==> config.mk <==
export PLATFORM = sky130hd
export DESIGN_NAME = bmu_pipe
export DESIGN_NICKNAME = d
export VERILOG_FILES = /design/src/rtl/bmu_pipe.sv
export SDC_FILE = /design/constraint.sdc
export NUM_CORES = 1
export LEC_CHECK = 0
export CAP_MARGIN = 20
export CORE_ASPECT_RATIO = 1.5
export CORE_UTILIZATION = 25
export CTS_CLUSTER_SIZE = 28
export DETAILED_ROUTE_END_ITERATION = 12
export SLEW_MARGIN = 20
export SYNTH_ARGS = -nofsm -noshare
export SYNTH_HDL_FRONTEND = slang
export SYNTH_SLANG_ARGS = --single-unit
==> constraint.sdc <==
create_clock -name clk -period 3.3 [get_ports clk]
set_input_delay 0.825 -clock clk [delete_from_list [all_inputs] [get_ports clk]]
set_output_delay 0.825 -clock clk [all_outputs]
set_load 0.02 [all_outputs]
==> src/rtl/bmu_pipe.sv <==
// bmu_pipe: branch metrics for one N-bit received symbol against all 2^N expected patterns,
// hard or soft decision, per-bit erasure masking, metrics saturated to Wb bits.
// Two-register pipeline (S1 capture, S2 metric); valid/ready on both sides, at most 2 symbols held.
module bmu_pipe #(
  parameter int N  = 2,
  parameter int Q  = 3,
  parameter int Wb = 4
) (
  input  logic                  clk,
  input  logic                  rst,
  input  logic                  mode_soft,
  input  logic                  in_valid,
  output logic                  in_ready,
  input  logic [N*Q-1:0]        rx_soft,
  input  logic [N-1:0]          rx_mask,
  output logic                  out_valid,
  input  logic                  out_ready,
  output logic [(2**N)*Wb-1:0]  bm,
  output logic [15:0]           sym_cnt
);

  localparam int NP   = 2 ** N;
  localparam int RMAX = (1 << Q) - 1;
  // Width that holds the worst-case unsaturated sum without wrapping.
  localparam int SW   = $clog2(N * RMAX + 1);
  localparam int BMAX = (1 << Wb) - 1;

  // Stage 1: captured symbol, mask and mode.
  logic             s1_valid;
  logic [N*Q-1:0]   s1_rx;
  logic [N-1:0]     s1_mask;
  logic             s1_mode;

  logic             s2_adv;
  logic             accept;
  logic             deliver;

  // Metric computation scratch.
  logic [(2**N)*Wb-1:0] bm_next;
  logic [SW-1:0]        sum;
  logic [Q-1:0]         r;
  logic [Q-1:0]         cost;
  logic                 e;

  assign s2_adv   = !out_valid || out_ready;
  assign in_ready = !rst && (!s1_valid || s2_adv);
  assign accept   = in_valid && in_ready;
  assign deliver  = out_valid && out_ready;

  // Branch metrics of the S1 symbol for every expected pattern, saturated.
  always_comb begin
    bm_next = '0;
    sum     = '0;
    r       = '0;
    cost    = '0;
    e       = 1'b0;
    for (int p = 0; p < NP; p++) begin
      sum = '0;
      for (int i = 0; i < N; i++) begin
        r    = s1_rx[i*Q +: Q];
        e    = p[i];
        cost = '0;
        if (!s1_mask[i]) begin
          if (s1_mode) begin
            // Distance from the received level to the expected extreme.
            cost = e ? (Q'(RMAX) - r) : r;
          end else begin
            // Hard decision is the MSB of the soft value.
            cost[0] = r[Q-1] ^ e;
          end
        end
        sum = sum + SW'(cost);
      end
      if (int'(sum) > BMAX) begin
        bm_next[p*Wb +: Wb] = Wb'(BMAX);
      end else begin
        bm_next[p*Wb +: Wb] = Wb'(sum);
      end
    end
  end

  // S1: capture on accept; empties when its content moves into S2.
  always_ff @(posedge clk) begin
    if (rst) begin
      s1_valid <= 1'b0;
      s1_rx    <= '0;
      s1_mask  <= '0;
      s1_mode  <= 1'b0;
    end else begin
      s1_valid <= accept || (s1_valid && !s2_adv);
      if (accept) begin
        s1_rx   <= rx_soft;
        s1_mask <= rx_mask;
        s1_mode <= mode_soft;
      end
    end
  end

  // S2: register metrics when free or draining; bm holds when no new symbol arrives.
  always_ff @(posedge clk) begin
    if (rst) begin
      out_valid <= 1'b0;
      bm        <= '0;
    end else if (s2_adv) begin
      out_valid <= s1_valid;
      if (s1_valid) begin
        bm <= bm_next;
      end
    end
  end

  // Delivered-symbol counter, wraps naturally at 16 bits.
  always_ff @(posedge clk) begin
    if (rst) begin
      sym_cnt <= '0;
    end else if (deliver) begin
      sym_cnt <= sym_cnt + 16'd1;
    end
  end

endmodule

==> results of run 1 <==
synth_stat cells:
cell type  number
dfxtp_1        43
nor2_1         28
nand2_1        24
a21oi_1        18
nor2b_1        18
ha_1           13
mux2_1         10
nand3_1        10
clkbuf_1        9
xnor2_1         9
or3_1           6
and2_1          5
xor2_1          5
a211oi_1        4
nand3b_1        4
nand4b_1        4
or4_1           4
a21o_1          3
inv_1           3
nand4_1         3
nor3_1          3
nor4_1          3
o2111ai_1       3
o21ai_0         3
a31oi_1         2
buf_2           2
mux2i_1         2
nand2b_1        2
nor3b_1         2
and3b_1         1
nand4_2         1
o21ai_1         1
or2_2           1
or4_4           1
critical path: stages:
cell	delay, ps
clkdlybuf4s50_1	470
nor2b_1	60
a21oi_1	180
clkdlybuf4s50_1	630
layout make-up:
| cell class | count | area (um2) |
|---|---|---|
| clock inverters | 2 | 35.0 |
| well taps | 107 | 134 |
| multi-input cells | 193 | 1260 |
| fillers | 887 | 5480 |
| flip-flops and latches | 43 | 861 |
| repair buffers | 51 | 498 |
| clock buffers | 6 | 139 |
| inverters | 3 | 11.3 |
kinds of logic after synthesis:
| kind of cell | count (synthesis) | share of synthesized area, % |
|---|---|---|
| compound gates | 34 | 9.26 |
| mux | 12 | 6.10 |
| flops | 43 | 39.6 |
| buf+inv | 14 | 2.53 |
| simple gates | 120 | 29.4 |
| fa+ha+maj | 13 | 7.48 |
| xor+xnor | 14 | 5.64 |
where the power goes:
group | switching (mW) | leakage [nW] | total [mW] | internal [mW]
Clock | 0.200 | 0.0868 | 0.576 | 0.376
Combinational | 0.0950 | 0.658 | 0.183 | 0.0883
Sequential | 0.0208 | 0.350 | 0.562 | 0.541
Total | 0.315 | 1.10 | 1.32 | 1.01
placed cells by master (no fill, tap or decap), types with 4 or more instances in the layout:
master           count
a211oi_1             4
dfxtp_1             43
nand4b_1             4
nand3b_1             4
a21oi_1             18
buf_4                5
nand2_1             24
and2_1               5
ha_1                13
or3_1                6
nor2b_1             18
or4_1                4
nand3_1             10
clkbuf_16            5
xor2_1               5
clkdlybuf4s50_1     46
xnor2_1              9
nor2_1              28
mux2_1              10
per-layer routing:
metal  vias to the layer above  global-route usage [%]  part of all wire (%)
li1                        967                       -                     -
met1                       880                    12.8                    42
met2                        38                    22.0                    51
met3                         6                    3.44                   4.8
met4                         0                    4.81                   1.8
met5                         -                       0                     0
flip-flops by register name (all words and copies together) (netlist names):
| signal | count |
|---|---|
| bm | 16 |
| sym_cnt | 16 |
| s1_rx | 6 |
| s1_mask | 2 |
| out_valid | 1 |
| s1_mode | 1 |
| s1_valid | 1 |
path summary, 6_finish.rpt:
check	slack, ps	cells after the start	endpoint	from
setup reg to reg	1180	7	bm[14]	s1_mode
setup / recovery	310	4	in_ready	out_ready
hold reg to reg	450	2	bm[13]	bm[13]
hold / removal	450	2	bm[13]	bm[13]
metrics by stage:
step	area (um2)	util (%)	worst slack, ps
after detailed placement	2760	32.9	310
after global placement	2760	32.9	297
after floorplan	2180	-	1180
final	2940	34.9	307
after CTS	2940	34.9	299
after global routing	2940	34.9	225
==> results.toml, run 1 <==
[cts]
cts_tree = "yes"
clk_pin_slew_ps = 60
clockBufferDepth = 2
root_buffer = "clkbuf_16"
cts-buffers-inserted = 5
htreeDepth = 2
cts_sinks = 43
postCtsResizedCells = 0
cts_setup_buffers = 0
hold_buffers = 0
insertion_delay_ps = 290

[setup_path]
worstSetupPathType = "primary input to output port"
arrival_ps = 2170
crit_path_end_kind = "output port"
worstPathMaxFanout = 2
start_kind = "primary input"
required_ps = 2470

[sta]
rsz0062_at_grt = "no"
finalCritPeriodShare_pct = 90.7
relSlewSlack_pct = 57.1
setup_viol = 0
drv_slew = 0
max_freq_mhz = 334
fin_worst_skew_ps = 6.53
hold_viol_final = 0
finalCriticalPeriod_ps = 2990
holdWs_ps = 453
final.setup.tns_ps = 0
tightest_slew_ps = 641

[drt]
via_per_inst = 4.67
drt_iter0_drc = 100
first_pass_iters = 4
num_vias = 1891
route.detailed.wl_per_inst_um = 12.6
drc = 0
antenna_left = 0
wl_um = 5120

[grt]
grt_pass1_wl_um = 8410
gr-total-overflow = 0
grtUsageTotal_pct = 12.0
grt_pass1_vias = 1760
antenna_found_initial = 0
grt_max_degree = 53

[floorplanning]
coreArea_um2 = 8410
rows = 41
die-area_um2 = 9090
pin_count = 47
die_h_um = 116
start_util_pct = 25.9
die_w_um = 78.2

[run_status]
status = "complete, no violations"

[synth]
yosys-top-cells-area = "dfxtp_1 (40%), ha_1 (7.5%), mux2_1 (5.2%)"
synth_seq_cells = 43
syn-cell-area_um2 = 2180
yosysTopAreaCell = "dfxtp_1"
yosysSeqAreaShare_pct = 39.6
syn_inst = 250
yosys_warnings = 0
syn_nets = 276
synth_top_area_share_pct = 39.6
syn_area_per_cell_um2 = 8.70
synthDistinctLibCells = 34

[power_and_ir_drop]
irDropWorstVdd_mv = 0.241
power_mw = 1.32
power_leakage_nw = 1.10
p_per_area_nw_per_um2 = 450

[final_layout]
drive_above_1_share_pct = 5.37
antenna_cells = 0
syn2layout_area_growth_pct = 35.0
instances_no_fill = 405
nets = 323

[job]
cap_violations = 0

[placed_design]
hpwl_um = 3830
dp.cells = 397
portBuffers = 46
gp_congestion = 0.839

[hold_path]
min_path_type = "register to register"
Note: power is estimated with default switching activity, not from simulation.
==> run 2, diff against run 1 <==
==> constraint.sdc (replaced) <==
create_clock -name clk -period 3.4 [get_ports clk]
set_input_delay 0.85 -clock clk [delete_from_list [all_inputs] [get_ports clk]]
set_output_delay 0.85 -clock clk [all_outputs]
set_load 0.02 [all_outputs]
==> run 2 against run 1 <==
Clock power down 12%; clock skew about the same; global-route usage up 0.16 points; first-iteration DRC count up 7.0%; highest routed layer unchanged; worst setup slack better by 6.5 ps; sequential cell count unchanged; via count up 1.9%; power down 6.8%; critical endpoint unchanged; utilization down 0.16 points; sequential power down 3%; register-to-register slack better by 100 ps; wire length up 1.5%.
==> results.toml, run 2 (synthesized netlist as in run 1, its figures left out) <==
[run_status]
status = "complete, no violations"

[drt]
wl_um = 5200
num_vias = 1926
via_per_inst = 4.76
drt_iter0_drc = 107
antenna_left = 0
drc = 0
first_pass_iters = 4
route.detailed.wl_per_inst_um = 12.8

[setup_path]
rr_worst_depth = 7
rr_startpoint = "s1_mode"
critPathMostFrequentCell = "clkdlybuf4s50_1"
start_kind = "primary input"
crit_path_end_kind = "output port"
worstPathMaxFanout = 2
critPathCapture = "in_ready"
arrival_ps = 2240
cp_slowest_cell = "clkdlybuf4s50_1"
required_ps = 2550
cpPeakStageDelay_ps = 650
r2r_slack_ps = 1280
worstSetupPathType = "primary input to output port"
timing.rr.end = "bm[10]"
critical_path.cell_chain = "clkdlybuf4s50_1 > nor2b_1 > a21oi_1 > clkdlybuf4s50_1"
startpoint = "out_ready"

[power_and_ir_drop]
p_per_area_nw_per_um2 = 421
power_leakage_nw = 1.09
irDropWorstVdd_mv = 0.216

[final_layout]
drive_above_1_share_pct = 5.37
fillers = 889
seqCellArea_um2 = 861
syn2layout_area_growth_pct = 34.4
nets = 323
reg_top3 = "bm x16, sym_cnt x16, s1_rx x6"
mostFrequentLayoutCell = "clkdlybuf4s50_1"
stdcell_area_um2 = 2920
multiInputGateArea_um2 = 1260
final_cell_mix = "clkdlybuf4s50_1 (46), dfxtp_1 (43), nor2_1 (28), nand2_1 (24)"
antenna_cells = 0

[cts]
root_buffer = "clkbuf_16"
clockBufferDepth = 2
hold_buffers = 0
cts_sinks = 43
clk_pin_slew_ps = 60
postCtsResizedCells = 0
insertion_delay_ps = 290
cts_tree = "yes"
cts_setup_buffers = 0
htreeDepth = 2
cts-buffers-inserted = 5

[sta]
fin_worst_skew_ps = 7.01
relSlewSlack_pct = 57.9
hold_viol_final = 0
setup_viol = 0
finalCriticalPeriod_ps = 3090
max_freq_mhz = 324
final.setup.tns_ps = 0
drv_slew = 0
finalCritPeriodShare_pct = 90.8
rsz0062_at_grt = "no"
tightest_slew_ps = 630

[floorplanning]
die-area_um2 = 9090
die_h_um = 116
pin_count = 47
start_util_pct = 25.9
die_w_um = 78.2
coreArea_um2 = 8410
rows = 41

[grt]
grt_pass1_vias = 1837
grt_max_degree = 53
grt_pass1_wl_um = 8620
antenna_found_initial = 0
gr-total-overflow = 0
grtUsageTotal_pct = 12.1

[placed_design]
hpwl_um = 3850
placed_cell_area_um2 = 2760
portBuffers = 46
gp_congestion = 0.842

[job]
cap_violations = 0

[hold_path]
min_path_type = "register to register"
[run 2: final cells by class]
cell class              count  area share, %
well taps                 107           4.58
inverters                   3          0.385
flip-flops and latches     43           29.4
repair buffers             51           17.0
clock buffers               7           5.22
clock inverters             1          0.257
multi-input cells         193           43.1
[run 2: report_power, final]
group	internal (mW)	total (mW)	leakage, nW	switching, mW
logic	0.0851	0.176	0.658	0.0914
clock network	0.312	0.509	0.0761	0.196
registers	0.525	0.546	0.350	0.0206
[run 2: metal layers]
metal,track usage (%),vias up,share of wire [%]
met5,0,-,0
met4,4.94,0,2.2
met3,2.97,8,4.7
met2,22.5,48,51
met1,13.1,904,42
li1,-,966,-
[run 2: worst max-delay path: cells and delay by family]
family | cells | cell delay [ps]
AND/OR/NAND/NOR | 1 | 70
AO/OA/AOI/OAI | 1 | 190
buffers and inverters | 2 | 1130
[run 2: worst min path at each step]
stage	from	to	slack, ps	cells after the start
global placement	bm[13]	bm[13]	450	2
floorplan	s1_valid	out_valid	500	2
CTS	bm[0]	bm[0]	470	2
finish	bm[13]	bm[13]	460	2
detailed placement	bm[9]	bm[9]	460	2
global route	bm[13]	bm[13]	480	2
[run 2: metrics by stage]
stage	worst slack [ps]	util, %	hold slack (ps)	total power, mW	instances
after floorplan	1230	-	496	0.663	250
after global placement	338	32.9	446	0.735	397
after detailed placement	324	32.9	458	0.736	397
after CTS	317	34.8	466	1.25	405
after global routing	278	34.8	482	1.29	405
final	314	34.8	460	1.23	405
